**config.mk**
```make
export PLATFORM = sky130hd
export DESIGN_NAME = maxpool_flat
export DESIGN_NICKNAME = d
export VERILOG_FILES = /design/src/rtl/cnn_pkg.sv /design/src/rtl/maxpool_if.sv /design/src/rtl/pool_window_ctr.sv /design/src/rtl/maxpool.sv /design/src/flat_wrapper.sv
export SDC_FILE = /design/constraint.sdc
export NUM_CORES = 1
export LEC_CHECK = 0
export CELL_PAD_IN_SITES_DETAIL_PLACEMENT = 1
export CELL_PAD_IN_SITES_GLOBAL_PLACEMENT = 1
export CORE_ASPECT_RATIO = 0.8
export CORE_MARGIN = 10
export CORE_UTILIZATION = 26
export DETAILED_ROUTE_END_ITERATION = 12
export PLACE_DENSITY_LB_ADDON = 0.2
export SLEW_MARGIN = 20
export SYNTH_ARGS = -nofsm -noshare
export SYNTH_HDL_FRONTEND = slang
export SYNTH_SLANG_ARGS = --single-unit
```
**constraint.sdc**
```tcl
create_clock -name clk -period 3 [get_ports clk]
set_input_delay 0.45 -clock clk [delete_from_list [all_inputs] [get_ports clk]]
set_output_delay 0.45 -clock clk [all_outputs]
set_load 0.01 [all_outputs]
```
**src/rtl/cnn_pkg.sv**
```systemverilog
// Shared definitions for the CNN pipeline stages (conv, maxpool).
//   state_t   : control FSM states used by the pipeline stages
//   out_dim   : output feature-map dimension from input size, window, stride and padding
//   idx_width : counter width for a given index range, never below one bit
package cnn_pkg;

  typedef enum logic [1:0] {
    STATE_IDLE    = 2'd0,
    STATE_PROCESS = 2'd1,
    STATE_DONE    = 2'd2
  } state_t;

  function automatic int unsigned out_dim(input int unsigned in_dim, input int unsigned win,
                                          input int unsigned stride, input int unsigned pad);
    return (in_dim + 2 * pad - win) / stride + 1;
  endfunction

  function automatic int unsigned idx_width(input int unsigned range);
    return (range <= 1) ? 1 : $clog2(range);
  endfunction

endpackage

```
**src/rtl/maxpool_if.sv**
```systemverilog
// Data/handshake bundle between the conv stage, the maxpool stage and its consumer.
//   en        : start/hold request (driven by the conv stage's done_conv)
//   ifmap     : input feature map, held stable while the pool stage is busy
//   ofmap     : pooled output map, registered inside the pool stage
//   done_pool : high while the pool stage sits in its done state
// master = upstream/consumer side, slave = maxpool side.
interface maxpool_if #(
  parameter int unsigned IFMAP_HEIGHT = 4,
  parameter int unsigned IFMAP_WIDTH  = 4,
  parameter int unsigned OFMAP_HEIGHT = 2,
  parameter int unsigned OFMAP_WIDTH  = 2,
  parameter int unsigned DATA_WIDTH   = 8
);

  logic                                                     en;
  logic [0:IFMAP_HEIGHT-1][0:IFMAP_WIDTH-1][DATA_WIDTH-1:0] ifmap;
  logic [0:OFMAP_HEIGHT-1][0:OFMAP_WIDTH-1][DATA_WIDTH-1:0] ofmap;
  logic                                                     done_pool;

  modport master (
    output en,
    output ifmap,
    input  ofmap,
    input  done_pool
  );

  modport slave (
    input  en,
    input  ifmap,
    output ofmap,
    output done_pool
  );

endinterface

```
**src/rtl/pool_window_ctr.sv**
```systemverilog
// Nested scan counters for a pooling pass: window column, window row, output column,
// output row (innermost first).
//   clk, reset  : clock, asynchronous active-low reset
//   clear       : force all counters to zero (has priority over advance)
//   advance     : step to the next window element
//   win_row/col : position inside the current window
//   out_row/col : current output pixel (window origin / stride)
//   last_elem   : current element is the last one of its window
//   last_window : current element is the last one of the last window
module pool_window_ctr
  import cnn_pkg::*;
#(
  parameter int unsigned POOL_HEIGHT  = 2,
  parameter int unsigned POOL_WIDTH   = 2,
  parameter int unsigned OFMAP_HEIGHT = 2,
  parameter int unsigned OFMAP_WIDTH  = 2,
  localparam int unsigned WR_W = idx_width(POOL_HEIGHT),
  localparam int unsigned WC_W = idx_width(POOL_WIDTH),
  localparam int unsigned OR_W = idx_width(OFMAP_HEIGHT),
  localparam int unsigned OC_W = idx_width(OFMAP_WIDTH)
) (
  input  logic            clk,
  input  logic            reset,
  input  logic            clear,
  input  logic            advance,
  output logic [WR_W-1:0] win_row,
  output logic [WC_W-1:0] win_col,
  output logic [OR_W-1:0] out_row,
  output logic [OC_W-1:0] out_col,
  output logic            last_elem,
  output logic            last_window
);

  localparam logic [WR_W-1:0] WR_MAX = WR_W'(POOL_HEIGHT - 1);
  localparam logic [WC_W-1:0] WC_MAX = WC_W'(POOL_WIDTH - 1);
  localparam logic [OR_W-1:0] OR_MAX = OR_W'(OFMAP_HEIGHT - 1);
  localparam logic [OC_W-1:0] OC_MAX = OC_W'(OFMAP_WIDTH - 1);

  assign last_elem   = (win_row == WR_MAX) && (win_col == WC_MAX);
  assign last_window = last_elem && (out_row == OR_MAX) && (out_col == OC_MAX);

  always_ff @(posedge clk or negedge reset) begin
    if (!reset) begin
      win_row <= '0;
      win_col <= '0;
      out_row <= '0;
      out_col <= '0;
    end else if (clear) begin
      win_row <= '0;
      win_col <= '0;
      out_row <= '0;
      out_col <= '0;
    end else if (advance) begin
      if (win_col != WC_MAX) begin
        win_col <= win_col + 1'b1;
      end else begin
        win_col <= '0;
        if (win_row != WR_MAX) begin
          win_row <= win_row + 1'b1;
        end else begin
          win_row <= '0;
          if (out_col != OC_MAX) begin
            out_col <= out_col + 1'b1;
          end else begin
            out_col <= '0;
            out_row <= (out_row == OR_MAX) ? '0 : out_row + 1'b1;
          end
        end
      end
    end
  end

endmodule

```
**src/rtl/maxpool.sv**
```systemverilog
// Max-pooling stage behind the convolution stage. Scans each pooling window one element
// per cycle, keeps a running unsigned maximum and writes one pooled pixel per window
// into a registered output map, then raises done_pool until en is released.
//   clk   : clock, rising edge
//   reset : asynchronous active-low reset
//   bus   : maxpool_if slave (en, ifmap in; ofmap, done_pool out)
module maxpool
  import cnn_pkg::*;
#(
  parameter int unsigned IFMAP_HEIGHT = 4,
  parameter int unsigned IFMAP_WIDTH  = 4,
  parameter int unsigned POOL_HEIGHT  = 2,
  parameter int unsigned POOL_WIDTH   = 2,
  parameter int unsigned DATA_WIDTH   = 8,
  parameter int unsigned H_STRIDE     = 2,
  parameter int unsigned V_STRIDE     = 2
) (
  input  logic       clk,
  input  logic       reset,
  maxpool_if.slave   bus
);

  localparam int unsigned OFMAP_HEIGHT = out_dim(IFMAP_HEIGHT, POOL_HEIGHT, V_STRIDE, 0);
  localparam int unsigned OFMAP_WIDTH  = out_dim(IFMAP_WIDTH, POOL_WIDTH, H_STRIDE, 0);
  localparam int unsigned IR_W = idx_width(IFMAP_HEIGHT);
  localparam int unsigned IC_W = idx_width(IFMAP_WIDTH);
  localparam int unsigned WR_W = idx_width(POOL_HEIGHT);
  localparam int unsigned WC_W = idx_width(POOL_WIDTH);
  localparam int unsigned OR_W = idx_width(OFMAP_HEIGHT);
  localparam int unsigned OC_W = idx_width(OFMAP_WIDTH);

  if (POOL_HEIGHT > IFMAP_HEIGHT || POOL_WIDTH > IFMAP_WIDTH) begin : g_bad_window
    $fatal(1, "maxpool: pooling window larger than the input map");
  end
  if (H_STRIDE < 1 || V_STRIDE < 1) begin : g_bad_stride
    $fatal(1, "maxpool: strides must be at least 1");
  end

  state_t                current_state;
  logic [WR_W-1:0]       win_row;
  logic [WC_W-1:0]       win_col;
  logic [OR_W-1:0]       out_row;
  logic [OC_W-1:0]       out_col;
  logic                  last_elem;
  logic                  last_window;
  logic                  clear;
  logic                  advance;
  logic [IR_W-1:0]       in_row;
  logic [IC_W-1:0]       in_col;
  logic [DATA_WIDTH-1:0] elem;
  logic [DATA_WIDTH-1:0] new_max;
  logic [DATA_WIDTH-1:0] run_max;
  logic                  done_pool_q;
  logic [0:OFMAP_HEIGHT-1][0:OFMAP_WIDTH-1][DATA_WIDTH-1:0] ofmap_q;

  // Counters only move while a pass is actively running; any other situation (idle,
  // done, abort, final element) parks them at the first element of window (0,0).
  always_comb begin
    clear   = 1'b1;
    advance = 1'b0;
    if (current_state == STATE_PROCESS && bus.en && !last_window) begin
      clear   = 1'b0;
      advance = 1'b1;
    end
  end

  pool_window_ctr #(
    .POOL_HEIGHT  (POOL_HEIGHT),
    .POOL_WIDTH   (POOL_WIDTH),
    .OFMAP_HEIGHT (OFMAP_HEIGHT),
    .OFMAP_WIDTH  (OFMAP_WIDTH)
  ) u_ctr (
    .clk         (clk),
    .reset       (reset),
    .clear       (clear),
    .advance     (advance),
    .win_row     (win_row),
    .win_col     (win_col),
    .out_row     (out_row),
    .out_col     (out_col),
    .last_elem   (last_elem),
    .last_window (last_window)
  );

  // Leftover rows/columns past the last full window are never addressed.
  assign in_row  = IR_W'(32'(out_row) * V_STRIDE + 32'(win_row));
  assign in_col  = IC_W'(32'(out_col) * H_STRIDE + 32'(win_col));
  assign elem    = bus.ifmap[in_row][in_col];
  assign new_max = (elem > run_max) ? elem : run_max;

  always_ff @(posedge clk or negedge reset) begin
    if (!reset) begin
      current_state <= STATE_IDLE;
      run_max       <= '0;
      ofmap_q       <= '0;
      done_pool_q   <= 1'b0;
    end else begin
      unique case (current_state)
        STATE_IDLE: begin
          run_max <= '0;
          if (bus.en) begin
            current_state <= STATE_PROCESS;
          end
        end
        STATE_PROCESS: begin
          if (!bus.en) begin
            // Abort: pixels already written stay in ofmap.
            current_state <= STATE_IDLE;
            run_max       <= '0;
          end else if (last_elem) begin
            ofmap_q[out_row][out_col] <= new_max;
            run_max                   <= '0;
            if (last_window) begin
              current_state <= STATE_DONE;
              done_pool_q   <= 1'b1;
            end
          end else begin
            run_max <= new_max;
          end
        end
        STATE_DONE: begin
          if (!bus.en) begin
            current_state <= STATE_IDLE;
            done_pool_q   <= 1'b0;
          end
        end
        default: begin
          current_state <= STATE_IDLE;
          done_pool_q   <= 1'b0;
        end
      endcase
    end
  end

  assign bus.ofmap     = ofmap_q;
  assign bus.done_pool = done_pool_q;

endmodule

```
**src/flat_wrapper.sv**
```systemverilog
// flat-port wrapper written by rule: the top's interface ports become plain ports
module maxpool_flat import cnn_pkg::*;
#(
  parameter int unsigned IFMAP_HEIGHT = 4,
  parameter int unsigned IFMAP_WIDTH  = 4,
  parameter int unsigned POOL_HEIGHT  = 2,
  parameter int unsigned POOL_WIDTH   = 2,
  parameter int unsigned DATA_WIDTH   = 8,
  parameter int unsigned H_STRIDE     = 2,
  parameter int unsigned V_STRIDE     = 2
)
  (clk, reset, bus_en, bus_ifmap, bus_ofmap, bus_done_pool);
  maxpool_if #(.IFMAP_HEIGHT(IFMAP_HEIGHT), .IFMAP_WIDTH(IFMAP_WIDTH), .OFMAP_HEIGHT(2), .OFMAP_WIDTH(2), .DATA_WIDTH(DATA_WIDTH)) bus_i ();
  input  logic clk;
  input  logic reset;
  input wire logic [$bits(bus_i.en)-1:0] bus_en;
  input wire logic [$bits(bus_i.ifmap)-1:0] bus_ifmap;
  output wire logic [$bits(bus_i.ofmap)-1:0] bus_ofmap;
  output wire logic [$bits(bus_i.done_pool)-1:0] bus_done_pool;
  assign bus_i.en = bus_en;
  assign bus_i.ifmap = bus_ifmap;
  assign bus_ofmap = bus_i.ofmap;
  assign bus_done_pool = bus_i.done_pool;
  maxpool #(.IFMAP_HEIGHT(IFMAP_HEIGHT), .IFMAP_WIDTH(IFMAP_WIDTH), .POOL_HEIGHT(POOL_HEIGHT), .POOL_WIDTH(POOL_WIDTH), .DATA_WIDTH(DATA_WIDTH), .H_STRIDE(H_STRIDE), .V_STRIDE(V_STRIDE)) u_core (.clk(clk), .reset(reset), .bus(bus_i));
endmodule
```
After elaboration in Yosys (flattened, before gate mapping)
Cells that the tools add are included.

Add/sub/neg operators: 6. Magnitude comparators: 7. Equal/unequal tests: 13. Mux-type cells: 45. Bitwise logic cells: 5. Reductions and logical operators: 16.

Operator list (number): $bmux W32 S2 (1); $mux W32 (2); $mux W8 (6); $bwmux W32 (1); $mux W1 (23); $bmux W8 S2 (1); $demux W16 S1 (1); $mux W16 (1); $pmux W8 S2 (1); $ne A2 B2 Y1 const B (7); $mux W2 (5); $demux W8 S1 (1); $gt A8 B8 Y1 (1); $reduce_and A4 Y1 (2); $logic_and A1 B1 Y1 (7); $ge A3 B3 Y1 const B (2); $not A2 Y3 (2); $pmux W2 S3 (1); $reduce_and A3 Y1 (2); $reduce_and A5 Y1 (1); $add A1 B1 Y1 const B (4); $add A2 B1 Y2 (2); $ge A2 B2 Y1 const B (2); $lt A2 B1 Y1 const B (2); 12 further kinds (14).

Register bits: 47. Bits of input ports: 131. Output and inout port bits: 33. Logic and storage cells: 103.

Longest topological paths before layout
Depth after elaboration: 13. Depth in mapped cells: 16. Mapped depth without buffers: 12.

Hierarchy
Synthesis repeated with hierarchy kept, for this count alone.

Cells, all modules: 299. Area, all modules: 3369.5 µm².

Modules (own cells, without submodules): maxpool (times used 1, cells an instance 280, area an instance 3164.3 µm², sequential area each 1076.0 µm²); pool_window_ctr (times used 1, cells an instance 19, area an instance 205.2 µm², sequential area each 100.1 µm²).

Least setup slack after synthesis
No wires, ideal clock.

Path type: reg-to-reg. Start point: register u_core.u_ctr.win_row. End point: register u_core.run_max[0]. Setup time: 121 ps. Data arrival time: 2905 ps. Data required time: 2879 ps. Slack: -25 ps. Cell stages (with the launch flop): 14. Cell sequence: dfrtp_1 buf_2 mux4_2 nor3_1 a21oi_2 ha_1 nor2b_1 o211ai_1 a21oi_1 o31ai_1 buf_2 nor2b_1 clkbuf_1 a22o_1.

Word-level cells in the longest chain between the ends: 13. Elaborated cells between the ends (all ways): 14. Classes of those cells: 1 x add/sub; 1 x order compare; 10 x mux; 1 x bitwise; 1 x reduce/logical.

RTL lines: start: declaration (RTL line pool_window_ctr.sv:26) `output logic [WR_W-1:0] win_row,`; start signal: assignment (RTL line pool_window_ctr.sv:59) `win_row <= win_row + 1'b1;`; $add A2 B1 Y2 (RTL line maxpool.sv:86) `assign in_row = IR_W'(32'(out_row) * V_STRIDE + 32'(win_row));`; $not A2 Y3 (implied by the code) (RTL line maxpool.sv:88) `assign elem = bus.ifmap[in_row][in_col];`; $bmux W32 S2 (RTL line maxpool.sv:88); $mux W32 (implied by the code) (2 in series) (RTL line maxpool.sv:88); $bmux W8 S2 (RTL line maxpool.sv:88); $mux W8 (implied by the code) (2 in series) (RTL line maxpool.sv:88); $gt A8 B8 Y1 (RTL line maxpool.sv:89) `assign new_max = (elem > run_max) ? elem : run_max;`; $mux W8 (RTL line maxpool.sv:89); $mux W8 (*) (RTL line maxpool.sv:110) `end else if (last_elem) begin`; $mux W8 (*) (RTL line maxpool.sv:106) `if (!bus.en) begin`; $pmux W8 S2 (*) (RTL line maxpool.sv:98) `unique case (current_state)`; end signal: assignment (RTL line maxpool.sv:118) `run_max <= new_max;`; end: declaration (RTL line maxpool.sv:52) `logic [DATA_WIDTH-1:0] run_max;`.

Every way passes the cells marked *; elsewhere a longest branch is shown, timed or not. The select of a mux whose other input is x is not followed. A chain may end at the register's enable or synchronous reset.

Worst setup path after layout
Start point: register u_core.u_ctr.win_row. End point: register u_core.ofmap_q (netlist bit u_core.bus.ofmap[18]).

Word-level cells in the longest chain between the ends: 11. Elaborated cells between the ends (all ways): 13. Classes of those cells: 1 x add/sub; 1 x order compare; 8 x mux; 1 x bitwise; 2 x reduce/logical.

RTL lines: $add A2 B1 Y2 (RTL line maxpool.sv:86); $not A2 Y3 (implied by the code) (RTL line maxpool.sv:88); $bmux W32 S2 (RTL line maxpool.sv:88); $mux W32 (implied by the code) (2 in series) (RTL line maxpool.sv:88); $bmux W8 S2 (RTL line maxpool.sv:88); $mux W8 (implied by the code) (2 in series) (RTL line maxpool.sv:88); $gt A8 B8 Y1 (RTL line maxpool.sv:89); $mux W8 (RTL line maxpool.sv:89); $bwmux W32 (RTL line maxpool.sv:111) `ofmap_q[out_row][out_col] <= new_max;`; end signal: indexed assignment (RTL line maxpool.sv:111); end: declaration (RTL line maxpool.sv:54) `logic [0:OFMAP_HEIGHT-1][0:OFMAP_WIDTH-1][DATA_WIDTH-1:0] ofmap_q;`.

Several ways; a longest one is shown, not always the timed one. The select of a mux whose other input is x is not followed.

==> flow_summary.toml <==
[clock_tree]
htree_levels = 2
root_buffer = "clkbuf_16"
clk_latency_ps = 290
clock_sinks = 47
cts.path.max_buffers = 2
cts_tree = "done"
clk_pin_slew_ps = 70
cts_buffers = 5

[synthesis]
synth_most_common_cell = "dfrtp_1"
synth.area.top_cells = "dfrtp_1 (38%), mux2i_1 (13%), mux4_2 (12%), o21ai_1 (6.1%), nand2_1 (4.3%)"
synth_top_area_cell = "dfrtp_1"
synth_cells = 298
synthXorXnorAreaFrac = 0.00842
yosysSeqAreaShare = 0.377
ys_seq_elements = 47
avgSynthCellArea_um2 = 10.5
synth_fa_ha_area_frac = 0.0321
synth-simple-area-share = 0.102
synth_nets = 437
muxShareOfSynthArea = 0.244
netlist_top_cells_count = "dfrtp_1 (47), mux2i_1 (40), o21ai_1 (38)"
synth_compound_area_frac = 0.189
netlist_area_um2 = 3120
synth_ff_type = "dfrtp_1"
synth_edf_count = 0
yosys_warnings = 0
synth_top_family_by_area = "multiplexers"
ys_types = 39
yosys.area.top_type_share = 0.377
synthArstFlopShare = 1.00

[floorplanning]
io_pins = 164
core_area_um2 = 11600
dieArea_um2 = 16800
die_x_um = 143
die_h_um = 118
floorplan.rows = 35
start_util = 0.268

[job]
maxCapViolCount = 0

[setup_path]
ff2ff_setup_slack_ps = -280
crit_arrival_ps = 3430
cp.required_ps = 3150
startpoint_type = "flop"
reg2reg_to = "u_core.bus.ofmap[18]"
worstSetupEndpointType = "flop"
worst-path-max-fanout = 6
ff2ff_path_depth = 15
critical_path_class = "reg2reg"
r2r_start = "u_core.u_ctr.win_row"

[sta]
slew_headroom = 0.454
report.final.slew_viol_count = 0
finalSetupViolations = 40
final.setup.worst_slack_ps = -281
worst_hold_slack_ps = 169
fin_skew_ps = 4.83
finalHoldViolCount = 0
rsz0062_at_grt = "yes"
timing.final.crit_share = 1.09
max_freq_mhz = 305
tightest_slew_ps = 816
fin_crit_ps = 3280

[drt]
drt_first_pass_iters = 4
viasPerCell = 5.06
dr_total_vias = 3281
drt_iter0_drc = 160
drc = 0
routed_wl_mm = 14.0
wl_per_cell_um = 21.6
ant_nets = 0

[layout]
nNetsFinal = 638
layout-drive-gt1-share = 0.252
fill_cells = 1250
finalNonFillerCells = 649
syn_to_final_growth_pct = 82.0

[global_routing]
antenna_found_initial = 2
grt_pass1_wl_mm = 21.0
grt_use_total = 0.158
grt_pass1_vias = 3732
overflow = 0
grt_max_degree = 48

[place]
preCtsSetupSlack_ps = -376
place.gp.congestion = 0.800
hpwlAfterDp_mm = 11.0
place_inst = 619
numPortBuffers = 163

[power]
power.share.sequential = 0.353
p_total_mw = 1.90
p_sw_uw = 506
clockPowerShare = 0.312
power_leakage_nw = 2.22
combPwrFrac = 0.334
vdd_drop_max_mv = 0.234
power_density_nw_per_um2 = 334
p_sw_frac = 0.267
p_int_mw = 1.39

[run_status]
status = "finished, violations left"
violations = "setup timing"

[worst_hold_path]
min_path_type = "in2async"
==> layer usage <==
metal  vias to the layer above  global-route usage  part of all wire
met5                         -                   0                 0
met4                         0              0.0251            0.0070
met3                         8              0.0556             0.066
met2                        89               0.289              0.53
met1                      1656               0.172              0.40
li1                       1528                   -                 -
==> how the worst max path moves through the flow <==
stage,from,to,slack [ps],depth (start not counted)
after floorplan,u_core.u_ctr.win_row,u_core.run_max[0],40,15
after global placement,u_core.u_ctr.win_col,u_core.bus.ofmap[18],-310,12
after detailed placement,u_core.u_ctr.win_col,u_core.run_max[6],-380,11
after CTS,u_core.u_ctr.win_row,u_core.bus.ofmap[17],-200,15
after global routing,u_core.u_ctr.win_row,u_core.bus.ofmap[17],-520,15
final,u_core.u_ctr.win_row,u_core.bus.ofmap[18],-280,15
==> power by group through the flow <==
stage,clock network (mW),registers (mW),logic (mW)
after detailed placement,0,0.681,0.534
after floorplan,0,0.678,0.216
after global routing,0.641,0.671,0.681
after global placement,0,0.680,0.519
final,0.592,0.670,0.634
after CTS,0.601,0.669,0.600
==> cells in the final DEF, fill, tap and decap left out, types with 4 or more instances in the layout <==
master / count
nor3_1: 4
a22o_1: 8
ha_1: 7
nand2_1: 36
buf_6: 8
clkdlybuf4s50_1: 162
clkbuf_16: 5
buf_4: 38
inv_1: 10
o21ai_2: 17
mux4_2: 16
o21ai_1: 21
nor2_1: 9
a221oi_2: 7
o21ai_0: 5
buf_12: 4
a221o_1: 6
mux2i_1: 36
a21oi_2: 6
dfrtp_1: 46
==> cell type report <==
class / count / area [um^2] / share of cell area
Antenna cell: 1 / 2.50 / 0.000441
Clock buffer: 7 / 153 / 0.0269
Tap cell: 148 / 185 / 0.0326
Clock inverter: 1 / 7.51 / 0.00132
Multi-Input combinational cell: 220 / 1990 / 0.351
Timing Repair Buffer: 214 / 2120 / 0.373
Inverter: 11 / 41.3 / 0.00727
Sequential cell: 47 / 1180 / 0.207
==> logic make-up after synthesis <==
| group | count (synthesis) |
|---|---|
| multiplexers | 56 |
| XOR/XNOR | 3 |
| adder cells (fa/ha/maj) | 8 |
| AO/OA/AOI/OAI | 83 |
| flip-flops | 47 |
| buffers and inverters | 31 |
| AND/OR/NAND/NOR | 70 |
==> stage by stage <==
stage               area, um^2  utilization  TNS, ps
global route              5680        0.487   -18190
CTS                       5510        0.473    -6480
global placement          5080        0.436   -11750
finish                    5680        0.488    -9500
detailed placement        5080        0.436   -12960
floorplan                 3130            -        0
==> repair_timing <==
| item | CTS | global route |
|---|---|---|
| endpoints found under the setup margin | 40 | 40 |
| setup buffers | 14 | 6 |
| gates resized for setup | 33 | 25 |
| hold buffers | 0 | 0 |
| pin swaps | 26 | 15 |
| gates cloned | 2 | 0 |
==> state kept, by name, summed over array words and instances (netlist names) <==
signal,flops
u_core.current_state,2
u_core.bus.ofmap,32
u_core.u_ctr.win_row,1
u_core.run_max,8
u_core.bus.done_pool,1
u_core.u_ctr.out_row,1
u_core.u_ctr.win_col,1
u_core.u_ctr.out_col,1
==> worst max-delay path, cell delays in order, from the launching register on <==
cell and delay [ps]:
dfrtp_2 480, buf_6 150, buf_16 130, buf_4 170, mux2i_2 160, a221oi_2 260, o21ai_1 120, a21oi_2 190
ha_1 270, nand4_1 140, a21oi_1 70, o31ai_2 300, buf_4 240, mux2i_1 200, buf_4 160, o21ai_1 70
(Power assumes the default switching activity.)
